`src/rtl/arith_pkg.sv`:
```
// arith_pkg: shared widths and FSM encoding for the arithmetic unit (multiplier and divider)
package arith_pkg;

    localparam int DIV_N = 8;
    localparam int DW    = 2 * DIV_N + 1;
    localparam int SW    = DIV_N + 1;

    typedef enum logic [1:0] {
        IDLE,
        CALC,
        FIX,
        DONE
    } div_state_t;

endpackage

```
`src/rtl/div_step.sv`:
```
// div_step: one radix-2 restoring step, shifting {prem,qmag} left and conditionally subtracting
module div_step #(
    parameter int N = 8
) (
    input  logic [N:0]   prem,
    input  logic [2*N:0] qmag,
    input  logic [N:0]   dmag,
    output logic [N:0]   prem_nx,
    output logic [2*N:0] qmag_nx
);
    logic [N+1:0] sh;
    logic [N+1:0] diff;

    // prem < |divisor| <= 2^N keeps the shifted value below 2^(N+1), so diff's MSB is the borrow
    always_comb begin
        sh      = {prem, qmag[2*N]};
        diff    = sh - {1'b0, dmag};
        prem_nx = diff[N+1] ? sh[N:0] : diff[N:0];
        qmag_nx = {qmag[2*N-1:0], ~diff[N+1]};
    end

endmodule

```
`src/rtl/seq_signed_divider.sv`:
```
// seq_signed_divider: signed 2N+1 / N+1 bit sequential divider with valid/ready handshakes
module seq_signed_divider
    import arith_pkg::*;
(
    input  logic          clk,
    input  logic          rst,
    input  logic          in_valid,
    output logic          in_ready,
    input  logic [DW-1:0] dividend,
    input  logic [SW-1:0] divisor,
    output logic          out_valid,
    input  logic          out_ready,
    output logic [DW-1:0] quotient,
    output logic [SW-1:0] remainder,
    output logic          dbz,
    output logic          ovf
);
    localparam int CW = $clog2(DW);
    localparam logic [DW-1:0] QMAX = {1'b0, {(DW-1){1'b1}}};

    div_state_t    state;
    div_state_t    next_state;
    logic [CW-1:0] cnt;
    logic          sa;
    logic          sb;
    logic          zdiv;
    logic          qneg;
    logic          ovf_c;
    logic [DW-1:0] qmag;
    logic [DW-1:0] qmag_nx;
    logic [SW-1:0] prem;
    logic [SW-1:0] prem_nx;
    logic [SW-1:0] dmag;

    assign qneg  = sa ^ sb;
    assign ovf_c = !zdiv && !qneg && qmag[DW-1];

    div_step #(.N(DIV_N)) u_step (
        .prem    (prem),
        .qmag    (qmag),
        .dmag    (dmag),
        .prem_nx (prem_nx),
        .qmag_nx (qmag_nx)
    );

    // state register
    always_ff @(posedge clk) begin
        if (rst) state <= IDLE;
        else     state <= next_state;
    end

    // next-state and handshake outputs
    always_comb begin
        next_state = state;
        in_ready   = 1'b0;
        out_valid  = 1'b0;
        case (state)
            IDLE: begin
                in_ready = 1'b1;
                if (in_valid) next_state = (divisor == '0) ? FIX : CALC;
            end
            CALC: if (cnt == '0) next_state = FIX;
            FIX:  next_state = DONE;
            DONE: begin
                out_valid = 1'b1;
                if (out_ready) next_state = IDLE;
            end
            default: next_state = IDLE;
        endcase
    end

    // operand capture, iteration and sign fix-up into the held result registers
    always_ff @(posedge clk) begin
        if (rst) begin
            cnt       <= '0;
            sa        <= 1'b0;
            sb        <= 1'b0;
            zdiv      <= 1'b0;
            qmag      <= '0;
            prem      <= '0;
            dmag      <= '0;
            quotient  <= '0;
            remainder <= '0;
            dbz       <= 1'b0;
            ovf       <= 1'b0;
        end else begin
            case (state)
                IDLE: if (in_valid) begin
                    sa   <= dividend[DW-1];
                    sb   <= divisor[SW-1];
                    qmag <= dividend[DW-1] ? -dividend : dividend;
                    dmag <= divisor[SW-1] ? -divisor : divisor;
                    prem <= '0;
                    cnt  <= CW'(DW - 1);
                    zdiv <= divisor == '0;
                    dbz  <= 1'b0;
                    ovf  <= 1'b0;
                end
                CALC: begin
                    prem <= prem_nx;
                    qmag <= qmag_nx;
                    cnt  <= cnt - 1'b1;
                end
                FIX: begin
                    quotient  <= zdiv ? (sa ? -QMAX : QMAX) : ovf_c ? QMAX : qneg ? -qmag : qmag;
                    remainder <= (zdiv || ovf_c) ? '0 : sa ? -prem : prem;
                    dbz       <= zdiv;
                    ovf       <= ovf_c;
                end
                default: ;
            endcase
        end
    end

endmodule

```
`config.mk`:
```
export PLATFORM = sky130hd
export DESIGN_NAME = seq_signed_divider
export DESIGN_NICKNAME = d
export VERILOG_FILES = /design/src/rtl/arith_pkg.sv /design/src/rtl/div_step.sv /design/src/rtl/seq_signed_divider.sv
export SDC_FILE = /design/constraint.sdc
export NUM_CORES = 1
export LEC_CHECK = 0
export ABC_AREA = 1
export CORE_ASPECT_RATIO = 0.75
export CORE_UTILIZATION = 55
export CTS_CLUSTER_DIAMETER = 200
export DETAILED_ROUTE_END_ITERATION = 10
export GPL_ROUTABILITY_DRIVEN = 0
export GPL_TIMING_DRIVEN = 0
export PLACE_DENSITY = 0.77
export SLEW_MARGIN = 30
export SYNTH_ARGS = -nofsm -noshare
export SYNTH_HDL_FRONTEND = slang
export SYNTH_SLANG_ARGS = --single-unit
```
`constraint.sdc`:
```
create_clock -name clk -period 1.9 [get_ports clk]
set_input_delay 0.285 -clock clk [delete_from_list [all_inputs] [get_ports clk]]
set_output_delay 0.285 -clock clk [all_outputs]
set_load 0.02 [all_outputs]
```
# [Word-level counts from Yosys, hierarchy flattened]
# Cells that the tools add are included.
[totals] reg_bits=73
[classes] bitwise_logic=2 n_reduce_logical=14 n_mux=25 n_eq_ne=6 n_addsub=6
[op_table] op="2-to-1 mux 17 bit" count=6
[op_table] op="2-to-1 mux 9 bit" count=5
[op_table] op="negation 17 bit" count=2
[op_table] op="case mux 17 bit (2 select lines)" count=1
[op_table] op="negation 9 bit" count=2
[op_table] op="case mux 9 bit (2 select lines)" count=1
[op_table] op="case mux 5 bit (2 select lines)" count=1
[op_table] op="subtractor 10 x 9 -> 10 bit" count=1
[op_table] op="logical NOT 9 bit" count=1
[op_table] op="2-to-1 mux 2 bit" count=4
[op_table] op="case mux 2 bit (4 select lines)" count=1
[op_table] op="inequality test 2 bit, second input constant" count=3
[op_table] op="AND reduction 2 bit" count=3
[op_table] op="logical NOT 5 bit" count=1
[op_table] op="2-to-1 mux 5 bit" count=1
[op_table] op="subtractor 5 x 1 -> 5 bit, second input constant" count=1
[op_table] op="equality test 2 bit, second input constant" count=2
[op_table] op="case mux 1 bit (2 select lines)" count=2
[op_table] op="nonzero test 2 bit" count=2
[op_table] op="2-to-1 mux 1 bit" count=3
[op_table] op="AND reduction 3 bit" count=1
[op_table] op="equality test 2 x 1 -> 1 bit, second input constant" count=1
[op_table] op="logical AND 1 bit" count=2
[op_table] op="logical NOT 1 bit" count=2
[op_table] op="other kinds (4)" count=4

# [Depth between registers and ports, before layout]
[depth] ltp_word=6 depth_mapped=13 mapped_depth_nobuf=13

# [Modules after synthesis]
# From an unflattened synthesis, not the netlist that was laid out.
[hier_totals] hier_cells=790 area_unflattened_um2=5089.9
[by_module_without_submodules] mod="seq_signed_divider" seq_area_each_um2=1461.4 n_inst=1 area_per_inst_um2=4171.5 cells_each=637
[by_module_without_submodules] mod="div_step" seq_area_each_um2=0.0 n_inst=1 area_per_inst_um2=918.4 cells_each=153

# [Worst setup path after synthesis]
# Ideal clock, no wire load.
[synth_path] kind="reg2reg" startpoint="register qmag[16]" endpoint="register prem[8]" period_less_slack_ps=1710 path_buffers=0 slack_ps=190 arrival_ps=1577 path_stages_with_launch=13 path_cell_list="dfxtp_1 inv_1 ha_1 inv_1 fa_1 nand2_1 nand2_1 nand2_1 nand3b_1 nand2_1 nand3_1 nand3_1 a21oi_1"
[synth_via] elab_chain_len=3
[synth_rtl] item="from (decl)" line="seq_signed_divider.sv:29" source="logic [DW-1:0] qmag;"
[synth_rtl] item="from (signal assigned)" line="seq_signed_divider.sv:91" source="qmag <= dividend[DW-1] ? -dividend : dividend;"
[synth_rtl] item="from (signal assigned)" line="seq_signed_divider.sv:101" source="qmag <= qmag_nx;"
[synth_rtl] item="subtractor 10 x 9 -> 10 bit" line="div_step.sv:17" source="diff = sh - {1'b0, dmag};"
[synth_rtl] item="2-to-1 mux 9 bit" line="div_step.sv:18" source="prem_nx = diff[N+1] ? sh[N:0] : diff[N:0];"
[synth_rtl] item="case mux 9 bit (2 select lines)" line="seq_signed_divider.sv:87" source="case (state)"
[synth_rtl] item="to (signal assigned)" line="seq_signed_divider.sv:100" source="prem <= prem_nx;"
[synth_rtl] item="to (decl)" line="seq_signed_divider.sv:31" source="logic [SW-1:0] prem;"
# Every way passes these cells.
# A chain may end at the register's enable or synchronous reset.

# [Worst setup path in the final report]
# Same ends and word-level chain as after synthesis.

==> flow_summary.toml <==
[pwr]
p_leak_uw = 0.00266
max-vdd-ir-drop_mv = 1.61
power.density_mw_per_mm2 = 1990

[setup_path]
rr_worst_depth = 13
cp.required_ns = 2.16
critPathMaxStageDelay_ns = 0.39
end_kind = "flop"
path_cells = "inv_2 > ha_1 > inv_2 > fa_2 > nand2_2 > nand2_2 > nand2_1 > nand2_1 > nand2_1 > nand2_1 > nand3_1 > nand3_1 > a21oi_1"
crit_type = "reg -> reg"
cpMostUsedCell = "nand2_1"
cp_max_fo = 4
slowest_stage = "fa_2"
crit_family = "simple AND/OR/NAND/NOR gates"
worstPathArrival_ns = 2.11
crit_cells = 13
cp-start-kind = "flop"
crit_buf_inv = 2

[finish]
nets = 861
n_fill_cell = 749
syn_to_final_growth_pct = 27.8
utilization_pct = 72.8
antennaDiodeCount = 0
drive_gt1_share_pct = 13.2

[floorplanning]
start_util_pct = 56.9
fp.dieArea_mm2 = 0.00917
core_mm2 = 0.00849
die_h_um = 83.2
die_w_um = 110
io-pin-count = 60
std_cell_rows = 29

[yosys]
synthTopCellsByCount = "nand2_1 (187), inv_1 (88), a21oi_1 (85)"
yosysSeqAreaShare_pct = 30.2
synth_fp_nets = 784
synthDistinctLibCells = 47
synth_compound_area_share_pct = 18.5
ys_ff_latch = 73
yosys-top-cells-area = "dfxtp_1 (30%), nand2_1 (15%), a21oi_1 (8.8%)"
synth_top_area_share_pct = 30.2
async_flop_share_pct = 0
synthXorXnorAreaFrac_pct = 3.62
yosysMostFrequentCell = "nand2_1"
synth_area_mm2 = 0.00483
yosys.area_share.adder_pct = 5.33
synth_area_leader_cell = "dfxtp_1"
ys.flop_type = "dfxtp_1"
yosys.area_share.simple_pct = 31.9
syn_avg_cell_area_um2 = 6.58
synth_warnings = 0
synth_edf_count = 0
muxShareOfSynthArea_pct = 0
synth_top_family_by_area = "simple AND/OR/NAND/NOR gates"
synthCells = 734

[clocking]
cts_tree = "yes"
cts_sinks = 73
clock_path_buffers = 2
cts-hold-fix-buffers = 0
clock-root-buffer = "clkbuf_16"
htree_levels = 3
clk-insertion-delay-late_ns = 0.33
cts_buffers = 9
clk_pin_slew_ns = 0.06

[global_routing]
grt_overflow = 0
grt_pass1_wl_um = 21900
grt_max_degree = 13
grtUsageTotal_pct = 30.3
grt_pass1_vias = 4672
antenna_found_initial = 0

[timing]
drv_slew = 0
skew_ns = 0.00552
finalCritPeriodShare_pct = 97.3
slew-limit-headroom_pct = 55.1
fin_hold_ws_ns = 0.416
fmax_mhz = 541
period_needed_ns = 1.85
setup_viol = 0
worst_pin_slew_ns = 0.674
finalHoldViolations = 0

[routing]
drtPass1Iterations = 5
vias_per_cell = 5.60
drc = 0
wl_per_cell_um = 14.6
vias = 5178
drt-initial-drc-count = 381
wl_um = 13500
ant_nets = 0

[run_status]
status = "completed"

[worst_hold_path]
whs_path_depth = 2
worstHoldPathType = "in -> reg"

[place]
port_buffers = 58
hpwl_um = 9940

[run]
drv_cap = 0
==> metrics by stage <==
stage               setup WS [ns]  TNS [ns]  instance area, um2  power (uW)  cells
finish                     0.0521         0                6180       12300    924
global route              -0.0404    -0.135                6180       13200    924
CTS                       0.00776         0                5970       11400    919
detailed placement         -0.192    -0.831                5550        9010    900
global placement           -0.145    -0.329                5550        8810    900
floorplan                   0.190         0                4830        7460    734
==> registers in the layout (all words and copies together) (netlist names) <==
name	count
zdiv	1
quotient	17
sa	1
prem	9
cnt	5
dmag	9
ovf	1
state	2
dbz	1
remainder	9
sb	1
qmag	17
==> cells by family after synthesis <==
family                   count (synthesis)
XOR/XNOR                                20
AO/OA/AOI/OAI                          159
buffers and inverters                  119
AND/OR/NAND/NOR                        343
flip-flops                              73
adder cells (fa/ha/maj)                 20
==> cell type report <==
cell class / instances / area (um2) / area share, %
sequential: 73 / 1470 / 23.8
multi-input combinational: 543 / 3100 / 50.2
clock inverter: 5 / 104 / 1.68
inverter: 95 / 377 / 6.10
clock buffer: 11 / 233 / 3.77
tap: 108 / 135 / 2.19
buffer: 24 / 131 / 2.13
timing repair buffer: 65 / 632 / 10.2
==> power by group <==
group | internal [uW] | leakage [uW] | switching (uW)
registers | 2000 | 0.000598 | 536
clock network | 1280 | 0.000164 | 652
logic | 2960 | 0.00190 | 4840
total | 6240 | 0.00266 | 6030
==> placed cells by master (no fill, tap or decap), drive strengths merged, types with 2 or more instances in the layout <==
master / instances
nand2: 199
inv: 95
a21oi: 92
dfxtp: 73
nand3: 64
clkdlybuf4s50: 57
nor2: 56
o21ai: 41
clkbuf: 24
ha: 19
buf: 18
xor2: 12
nand4: 11
o211ai: 10
xnor2: 8
nor3: 6
a31oi: 5
nand3b: 4
o31ai: 3
bufinv: 3
o22ai: 2
o221ai: 2
clkinv: 2
==> routing by layer <==
| layer | up-vias | part of all wire [%] | GRT usage (%) | routed length, um |
|---|---|---|---|---|
| met5 | - | 0 | 0 | 0 |
| met1 | 2372 | 48 | 44.3 | 6500 |
| li1 | 2569 | - | - | - |
| met2 | 219 | 43 | 45.1 | 5890 |
| met3 | 18 | 7.1 | 5.34 | 962 |
| met4 | 0 | 1.4 | 8.73 | 187 |
==> what timing repair did <==
action	4_1_cts	5_1_grt
buffers inserted	3	4
pin swaps	1	10
endpoints found under the setup margin	14	35
gates resized for setup	14	44
gates cloned	0	1
==> path summary, 6_finish.rpt <==
path | endpoint | startpoint | slack (ns)
hold / removal | remainder[6]$_SDFFE_PP0P_ | rst | 0.42
setup / recovery | prem[8]$_SDFFE_PP0P_ | qmag[16]$_SDFFE_PP0P_ | 0.05
hold reg to reg | cnt[0]$_SDFFE_PP0P_ | cnt[0]$_SDFFE_PP0P_ | 0.46
setup reg to reg | prem[8]$_SDFFE_PP0P_ | qmag[16]$_SDFFE_PP0P_ | 0.05
Power figures use the tool's default switching activity.
